==> src/rtl/red_seq_unit.sv <==
// red_seq_unit -- multi-cycle segment reduction coprocessor for the ALU RED op.
//
// Splits A and B into NSEG = WIDTH/SEG_W two's-complement segments of SEG_W
// bits each and sums all 2*NSEG segments, PAR segment pairs per RUN cycle.
// The accumulated value is narrowed to SEG_W+1 bits and sign-extended to WIDTH.
//
// Parameters:
//   WIDTH  operand/result width (multiple of SEG_W)
//   SEG_W  segment width
//   PAR    segment pairs consumed per cycle (NSEG must be a multiple of PAR)
//
// Ports:
//   clk    in   clock, rising edge
//   rst    in   synchronous active-high reset
//   start  in   request, sampled only while busy=0 (IDLE or DONE)
//   A, B   in   operands, latched on an accepted start
//   busy   out  high while the reduction is running
//   done   out  one-cycle pulse, Sum valid from this cycle
//   Sum    out  result, held until the next op completes
//
// Build option:
//   RED_SAT_EN  when defined, the final narrowing saturates to
//               [-2^SEG_W, 2^SEG_W-1] instead of wrapping.

module red_seq_unit #(
  parameter int WIDTH = 16,
  parameter int SEG_W = 8,
  parameter int PAR   = 1
) (
  input  logic             clk,
  input  logic             rst,
  input  logic             start,
  input  logic [WIDTH-1:0] A,
  input  logic [WIDTH-1:0] B,
  output logic             busy,
  output logic             done,
  output logic [WIDTH-1:0] Sum
);

  localparam int NSEG  = WIDTH / SEG_W;
  localparam int ACC_W = SEG_W + $clog2(NSEG) + 2;
  localparam int KW    = $clog2(NSEG + 1);

  generate
    if (WIDTH % SEG_W != 0) begin : g_bad_seg
      $error("red_seq_unit: WIDTH must be a multiple of SEG_W");
    end
    if (NSEG % PAR != 0) begin : g_bad_par
      $error("red_seq_unit: NSEG must be a multiple of PAR");
    end
  endgenerate

  typedef enum logic [1:0] {
    S_IDLE = 2'd0,
    S_RUN  = 2'd1,
    S_DONE = 2'd2
  } state_t;

  state_t state, state_n;

  logic [WIDTH-1:0]        a_q, b_q;
  logic signed [ACC_W-1:0] acc, acc_n, step_sum;
  logic [KW-1:0]           k, k_n;
  logic                    accept;
  logic                    last;
  logic signed [SEG_W-1:0] seg_a, seg_b;
  logic signed [SEG_W:0]   narrow;
  logic [WIDTH-1:0]        sum_n;

`ifdef RED_SAT_EN
  localparam logic signed [ACC_W-1:0] SAT_MAX = {{(ACC_W-SEG_W){1'b0}}, {SEG_W{1'b1}}};
  localparam logic signed [ACC_W-1:0] SAT_MIN = {{(ACC_W-SEG_W){1'b1}}, {SEG_W{1'b0}}};
`endif

  // Segment datapath: add PAR pairs starting at index k.
  always_comb begin
    step_sum = '0;
    seg_a    = '0;
    seg_b    = '0;
    for (int unsigned i = 0; i < PAR; i++) begin
      seg_a    = SEG_W'(a_q >> ((32'(k) + i) * SEG_W));
      seg_b    = SEG_W'(b_q >> ((32'(k) + i) * SEG_W));
      step_sum = step_sum + ACC_W'(seg_a) + ACC_W'(seg_b);
    end
    acc_n = acc + step_sum;
    k_n   = KW'(32'(k) + PAR);
    last  = (32'(k) + PAR) >= NSEG;
  end

  // Final narrowing of the completed accumulator to SEG_W+1 bits.
  always_comb begin
`ifdef RED_SAT_EN
    if (acc_n > SAT_MAX)
      narrow = SAT_MAX[SEG_W:0];
    else if (acc_n < SAT_MIN)
      narrow = SAT_MIN[SEG_W:0];
    else
      narrow = acc_n[SEG_W:0];
`else
    narrow = acc_n[SEG_W:0];
`endif
    sum_n = WIDTH'(narrow);
  end

  // Next-state logic.
  always_comb begin
    state_n = state;
    accept  = 1'b0;
    unique case (state)
      S_IDLE: begin
        if (start) begin
          accept  = 1'b1;
          state_n = S_RUN;
        end
      end
      S_RUN: begin
        if (last) state_n = S_DONE;
      end
      S_DONE: begin
        if (start) begin
          accept  = 1'b1;
          state_n = S_RUN;
        end else begin
          state_n = S_IDLE;
        end
      end
      default: state_n = S_IDLE;
    endcase
  end

  // busy/done are registered from the next state so they line up with it.
  always_ff @(posedge clk) begin
    if (rst) begin
      state <= S_IDLE;
      busy  <= 1'b0;
      done  <= 1'b0;
      Sum   <= '0;
      acc   <= '0;
      k     <= '0;
      a_q   <= '0;
      b_q   <= '0;
    end else begin
      state <= state_n;
      busy  <= (state_n == S_RUN);
      done  <= (state_n == S_DONE);
      if (accept) begin
        a_q <= A;
        b_q <= B;
        acc <= '0;
        k   <= '0;
      end else if (state == S_RUN) begin
        acc <= acc_n;
        k   <= k_n;
        // Sum takes the last step's contribution directly so it lands with done.
        if (last) Sum <= sum_n;
      end
    end
  end

endmodule

==> config.mk <==
export PLATFORM = sky130hd
export DESIGN_NAME = red_seq_unit
export DESIGN_NICKNAME = d
export VERILOG_FILES = /design/src/rtl/red_seq_unit.sv
export SDC_FILE = /design/constraint.sdc
export NUM_CORES = 1
export LEC_CHECK = 0
export CORE_UTILIZATION = 52
export CTS_CLUSTER_DIAMETER = 50
export DETAILED_ROUTE_END_ITERATION = 10
export PLACE_DENSITY = 0.87
export RECOVER_POWER = 100
export SYNTH_ARGS = -nofsm -noshare
export SYNTH_HDL_FRONTEND = slang
export SYNTH_SLANG_ARGS = --single-unit
==> constraint.sdc <==
create_clock -name clk -period 3.98 [get_ports clk]
set_input_delay 0.597 -clock clk [delete_from_list [all_inputs] [get_ports clk]]
set_output_delay 0.597 -clock clk [all_outputs]
set_load 0.02 [all_outputs]
==> key figures, run 1 <==
Worst setup path
  • Critical Path Most Common Cell: fa_1
  • Startpoint types: flop
  • Crit. End Element: flop
  • CP peak stage delay: 0.61 ns
  • Reg-to-Reg Start: k[0]$_SDFFE_PP0N_
  • Crit Path Category: flop to flop
  • Critical-path top delay cell: dfxtp_1
  • FF-to-FF path depth: 12
  • CP Max Fanout: 10
  • Reg-to-reg slack, setup: 0.62 ns
  • WP data arrival: 3.55 ns
  • R2R Path End: Sum[7]$_SDFFE_PP0P_
  • CP Data Required Time: 4.17 ns
  • Critical path cell sequence: buf_4 > mux2i_1 > nor2_1 > fa_1 > ha_1 > inv_1 > fa_1 > nor2b_1 > o21ai_0 > a21o_1 > a211oi_1 > o31ai_1

Floorplanning
  • Boundary Pins: 53
  • Initial cell density of the core: 0.537
  • Row count: 26
  • Die ar.: 5570 um2
  • CORE AREA: 5110 um2
  • Die X-Extent: 74.7 um
  • Die H: 74.7 um

Final layout
  • Multi-input logic area: 1420 um2
  • FF+latch area: 1120 um2
  • Fin nets: 417
  • N_diodes: 0
  • Finished Layout Cells: 436
  • Final instance area: 3320 um2
  • Syn-to-layout area delta: 21.1%
  • Proportion of layout cells with a drive suffix above 1: 0.0383
  • Filler cells: 436

Timing
  • Hold Violations, Final: 0
  • # setup viols final: 0
  • Final hold slack: 0.455 ns
  • Layout Skew: 0.00317 ns
  • Crit share post-route: 0.845
  • Fmax: 0.297 GHz
  • Worst-margin pin slew: 1.46 ns
  • Setup ws final: 0.617 ns
  • Crit path time final: 3.36 ns
  • RSZ-0062 raised after global routing: false
  • Setup TNS Final: 0 ns
  • Relative slew slack: 0.0265
  • Final slew viol count: 0

GRT
  • Largest net degree at the start of global routing: 48
  • Total global routing track utilization: 0.227
  • GRT overflow: 0
  • Vias in the first global route: 2162
  • First-pass GRT wire length: 9.54 mm
  • Antenna violations before repair: 0

Yosys
  • Synthesized Nets: 384
  • Seq cells post-synth: 56
  • Top-count cell post-synth: nand2_1
  • Fraction of registers with async set/reset: 0
  • Post-synth design cell area: 2750 um2
  • Post-synth EDFFs: 0
  • YS warnings: 0
  • Synth unique cells: 33
  • Top cell type by total area after synthesis: dfxtp_1
  • Register area share after synthesis: 0.408
  • Top post-synthesis cells by count: nand2_1 (84), dfxtp_1 (56), a21oi_1 (46), nor2_1 (25), clkbuf_1 (20)
  • Most used DFF post-synth: dfxtp_1
  • Area contributors post-synth: dfxtp_1 (41%), nand2_1 (11%), a21oi_1 (8.4%), fa_1 (6.6%), mux2i_1 (5.1%)
  • Post-Syn Area per Cell: 8.27 um2
  • Gate Count Post-Synth: 332
  • Top cell type's share of synthesized area: 0.408

Placed design
  • GP Congestion: 0.861
  • Detail Placement HPWL: 4.09 mm
  • Dpl cell area: 3240 um2
  • Place WS: 0.654 ns
  • DP Cell Count: 428
  • # port buffers: 52

Hold path
  • WHS Endpoint: Sum[4]$_SDFFE_PP0P_
  • Hold depth: 2
  • Hold WC Path Type: flop to flop
  • Min-Delay Startpoint: Sum[4]$_SDFFE_PP0P_

Power and ir drop
  • Power Density: 368 nW/um2
  • Pleak: 0.00134 uW
  • Worst vdd ir: 0.231 mV

CTS
  • Postcts setup bufs: 0
  • Clock latency on the worst-skew pair: 0.31 ns
  • Reg clk slew, reported paths: 0.09 ns
  • H-tree depth: 2
  • Clock Root Buffer: clkbuf_8
  • CTS Hold Buffers Added: 0
  • Gates resized, CTS repair: 0
  • Clock sinks: 56
  • CTS Buf Count: 5
  • Clock tree from TritonCTS: built
  • Longest Clk Path Bufs: 2

Routing
  • Post-route ant nets: 0
  • Vias per cell: 5.20
  • Number of remaining DRC errors: 0
  • DRT Pass-1 Iters: 4
  • Post-Route WL: 5.41 mm
  • Per-cell routed wire length: 12.4 um
  • Vias: 2266
  • Starting DRC count in detailed routing: 131

Run
  • Max_cap viols: 0

Run status
  • Outcome: finished clean
[where the power goes]
group | internal, uW | switching, uW
sequential | 591 | 21.3
clock | 187 | 177
combinational | 114 | 133
[layout make-up]
type                       count  share of cell area
sequential                    56               0.337
clock buffer                   6              0.0218
timing repair buffer          56               0.163
inverter                      12              0.0136
multi-input combinational    234               0.427
clock inverter                 2              0.0105
tap                           70              0.0264
[layout by cell type, fill, tap and decap left out, types with 7 or more instances in the layout]
cell type         n
nand2_1          84
dfxtp_1          56
a21oi_1          46
clkdlybuf4s50_1  33
nor2_1           25
dlygate4sd3_1    19
mux2i_1          14
inv_1            12
fa_1              9
ha_1              8
a211oi_1          7
[layer usage]
metal	track usage	part of all wire
met5	0	0
met1	0.287	0.45
met4	0.0692	0.018
met3	0.0495	0.041
met2	0.389	0.49
[stage by stage]
stage           util  power, uW
6_report       0.651       1220
5_1_grt        0.651       1280
4_1_cts        0.655       1240
3_5_place_dp   0.634        876
3_3_place_gp   0.634        867
2_1_floorplan      -        796
[cells by family after synthesis]
group           Yosys count  share of synthesized area
simple gates            131                      0.197
compound gates           64                      0.139
flops                    56                      0.408
buf+inv                  42                     0.0702
fa+ha+maj                17                      0.102
mux                      16                     0.0593
xor+xnor                  6                     0.0242
[flip-flops by register name, summed over array words and instances (netlist names)]
register and cells:
done 1, acc 9, Sum 9, a_q 16, k 2, state 2, b_q 16, busy 1
[critical path, delay by kind of cell (launching register included)]
family	cells	cell delay, ns
fa+ha+maj	3	1.11
buf+inv	2	0.34
flops	1	0.61
simple gates	2	0.22
compound gates	4	0.74
mux	1	0.23
[how the worst max path moves through the flow]
| stage | startpoint | cells after the start | end |
|---|---|---|---|
| 2_1_floorplan | k[0]$_SDFFE_PP0N_ | 11 | acc[8]$_SDFFE_PP0N_ |
| 5_1_grt | k[0]$_SDFFE_PP0N_ | 12 | Sum[7]$_SDFFE_PP0P_ |
| 4_1_cts | k[0]$_SDFFE_PP0N_ | 12 | Sum[7]$_SDFFE_PP0P_ |
| 6_report | k[0]$_SDFFE_PP0N_ | 12 | Sum[7]$_SDFFE_PP0P_ |
| 3_3_place_gp | k[0]$_SDFFE_PP0N_ | 10 | acc[8]$_SDFFE_PP0N_ |
| 3_5_place_dp | k[0]$_SDFFE_PP0N_ | 12 | Sum[7]$_SDFFE_PP0P_ |
(Power assumes the default switching activity.)
==> run 2, diff against run 1 <==
- clock period: 3.98 -> 3.15 ns (I/O delays scaled with it)
==> key figures, run 2 (synthesis gave the netlist of run 1 again) <==
Run status
  • Outcome: finished clean

CTS
  • Postcts setup bufs: 0 (unchanged)
  • Reg clk slew, reported paths: 0.10 ns (about the same)
  • CTS Buf Count: 5 (unchanged)
  • Clock sinks: 56 (unchanged)
  • Clock tree from TritonCTS: built
  • Clock Root Buffer: clkbuf_8
  • Clock latency on the worst-skew pair: 0.33 ns (+0.02 ns)
  • Longest Clk Path Bufs: 2 (unchanged)
  • H-tree depth: 2 (unchanged)

Power and ir drop
  • Comb pwr share: 0.202 (about the same)
  • Sequential power share: 0.485 (-0.016)
  • Clock share of power: 0.313 (+0.015)
  • Worst vdd ir: 0.279 mV (+21%)
  • Pleak: 0.00136 uW (+1.3%)
  • Int Power: 1150 uW (+29%)
  • Switching part of the total: 0.276 (+0.00558)
  • Power Density: 474 nW/um2 (+29%)
  • P_sw: 440 uW (+33%)

Placed design
  • # port buffers: 52 (unchanged)
  • GP Congestion: 0.861 (about the same)
  • Detail Placement HPWL: 4.34 mm (+6.0%)
  • Place WS: 0.208 ns (-0.446 ns)
  • Dpl cell area: 3250 um2 (+0.46%)

Routing
  • DRT Pass-1 Iters: 4 (unchanged)
  • Vias per cell: 5.22 (+0.51%)
  • Vias: 2288 (+0.97%)
  • Per-cell routed wire length: 13.2 um (+6.6%)
  • Number of remaining DRC errors: 0 (unchanged)
  • Post-Route WL: 5.79 mm (+7.1%)
  • Starting DRC count in detailed routing: 153 (+17%)
  • Post-route ant nets: 0 (unchanged)

Final layout
  • Largest registers: a_q x16, b_q x16
  • Fin nets: 419 (+0.48%)
  • Final instance area: 3360 um2 (+1.1%)
  • Syn-to-layout area delta: 22.3%
  • Most common cell after layout, fill and taps aside: nand2_1
  • Leading cell types in the layout, fill and taps excluded: nand2_1 (84), dfxtp_1 (55), a21oi_1 (46)
  • N_diodes: 0 (unchanged)
  • Final Util: 0.658 (+0.00686)
  • Proportion of layout cells with a drive suffix above 1: 0.0516 (+0.0134)

Timing
  • Crit share post-route: 0.941 (+0.0964)
  • # setup viols final: 0 (unchanged)
  • Fmax: 0.337 GHz (+13%)
  • Worst-margin pin slew: 1.39 ns (-0.0685 ns)
  • RSZ-0062 raised after global routing: false
  • Relative slew slack: 0.0722 (+0.0457)
  • Hold Violations, Final: 0 (unchanged)
  • Layout Skew: 0.0121 ns (+0.00895 ns)
  • Final hold slack: 0.458 ns (+0.00249 ns)
  • Final slew viol count: 0 (unchanged)
  • Setup ws final: 0.184 ns (-0.432 ns)
  • Crit path time final: 2.97 ns (-0.398 ns)
  • Setup TNS Final: 0 ns (unchanged)

Floorplanning
  • Boundary Pins: 53 (unchanged)
  • Initial cell density of the core: 0.537 (unchanged)
  • Die ar.: 5570 um2 (unchanged)
  • Row count: 26 (unchanged)
  • Die X-Extent: 74.7 um (unchanged)
  • Die H: 74.7 um (unchanged)
  • CORE AREA: 5110 um2 (unchanged)

Worst setup path
  • FF-to-FF path depth: 12 (unchanged)
  • CP startpoint: k[0]$_SDFFE_PP0N_
  • R2R Path End: Sum[7]$_SDFFE_PP0P_
  • Crit. End Element: flop
  • Reg-to-reg slack, setup: 0.18 ns (-0.43 ns)
  • CP Max Fanout: 7 (-3)
  • Reg-to-Reg Start: k[0]$_SDFFE_PP0N_
  • CP Data Required Time: 3.35 ns (-0.82 ns)
  • Startpoint types: flop
  • Crit Path Category: flop to flop
  • WP data arrival: 3.17 ns (-0.38 ns)
  • Crit path to: Sum[7]$_SDFFE_PP0P_

GRT
  • GRT overflow: 0 (unchanged)
  • First-pass GRT wire length: 9.93 mm (+4.1%)
  • Largest net degree at the start of global routing: 48 (unchanged)
  • Vias in the first global route: 2230 (+3.1%)
  • Antenna violations before repair: 0 (unchanged)
  • Total global routing track utilization: 0.243 (+0.0153)

Hold path
  • Hold WC Path Type: flop to flop

Run
  • Max_cap viols: 0 (unchanged)
[run 2: cell types whose count changed in the layout (fill, tap and decap cells not counted), sizes merged]
cell,change
buf,+2
[run 2: timing repair]
action                     CTS  global route
hold buffers                 0             0
setup endpoints to repair    0             2
gates resized for setup      0             1
[run 2: worst min-delay path by stage]
stage	from	cells past startpoint	slack, ns	to
2_1_floorplan	a_q[8]$_SDFFE_PP0P_	2	0.43	a_q[8]$_SDFFE_PP0P_
3_3_place_gp	Sum[5]$_SDFFE_PP0P_	2	0.44	Sum[5]$_SDFFE_PP0P_
3_5_place_dp	Sum[4]$_SDFFE_PP0P_	2	0.45	Sum[4]$_SDFFE_PP0P_
4_1_cts	Sum[4]$_SDFFE_PP0P_	2	0.46	Sum[4]$_SDFFE_PP0P_
5_1_grt	Sum[3]$_SDFFE_PP0P_	2	0.48	Sum[3]$_SDFFE_PP0P_
6_report	Sum[4]$_SDFFE_PP0P_	2	0.46	Sum[4]$_SDFFE_PP0P_
[run 2: per-stage QoR]
| stage | power [uW] | std cells |
|---|---|---|
| floorplan | 1010 | 332 |
| global placement | 1100 | 430 |
| detailed placement | 1110 | 430 |
| CTS | 1600 | 438 |
| global route | 1670 | 438 |
| finish | 1590 | 438 |
[run 2: worst max-delay path: stages (launching register included)]
cell	delay (ns)
dfxtp_1	0.34
buf_4	0.17
mux2i_1	0.21
nor2_1	0.08
fa_1	0.53
ha_1	0.17
inv_1	0.05
fa_1	0.40
nor2b_1	0.13
o21ai_1	0.10
a21o_1	0.23
a211oi_1	0.32
o31ai_1	0.12
[run 2: layout make-up]
| class | instances | area, um2 |
|---|---|---|
| Fill cell | 443 | 1750 |
| Multi-Input combinational cell | 234 | 1420 |
| Sequential cell | 56 | 1120 |
| Timing Repair Buffer | 58 | 558 |
| Tap cell | 70 | 87.6 |
| Clock buffer | 6 | 82.6 |
| Inverter | 12 | 45.0 |
| Clock inverter | 2 | 38.8 |
[run 2: power by group through the flow]
| stage | combinational (uW) | sequential, uW | clock (uW) |
|---|---|---|---|
| floorplan | 221 | 785 | 0 |
| global placement | 310 | 788 | 0 |
| detailed placement | 325 | 790 | 0 |
| CTS | 326 | 774 | 505 |
| global route | 359 | 778 | 531 |
| finish | 321 | 773 | 499 |
[run 2: routing by layer]
layer	part of all wire	wire length, um	global-route usage	up-vias
met2	0.51	2930	0.419	65
met1	0.44	2530	0.289	1066
met5	0	0	0	-
met3	0.041	235	0.0616	9
li1	-	-	-	1148
met4	0.017	100	0.0964	0
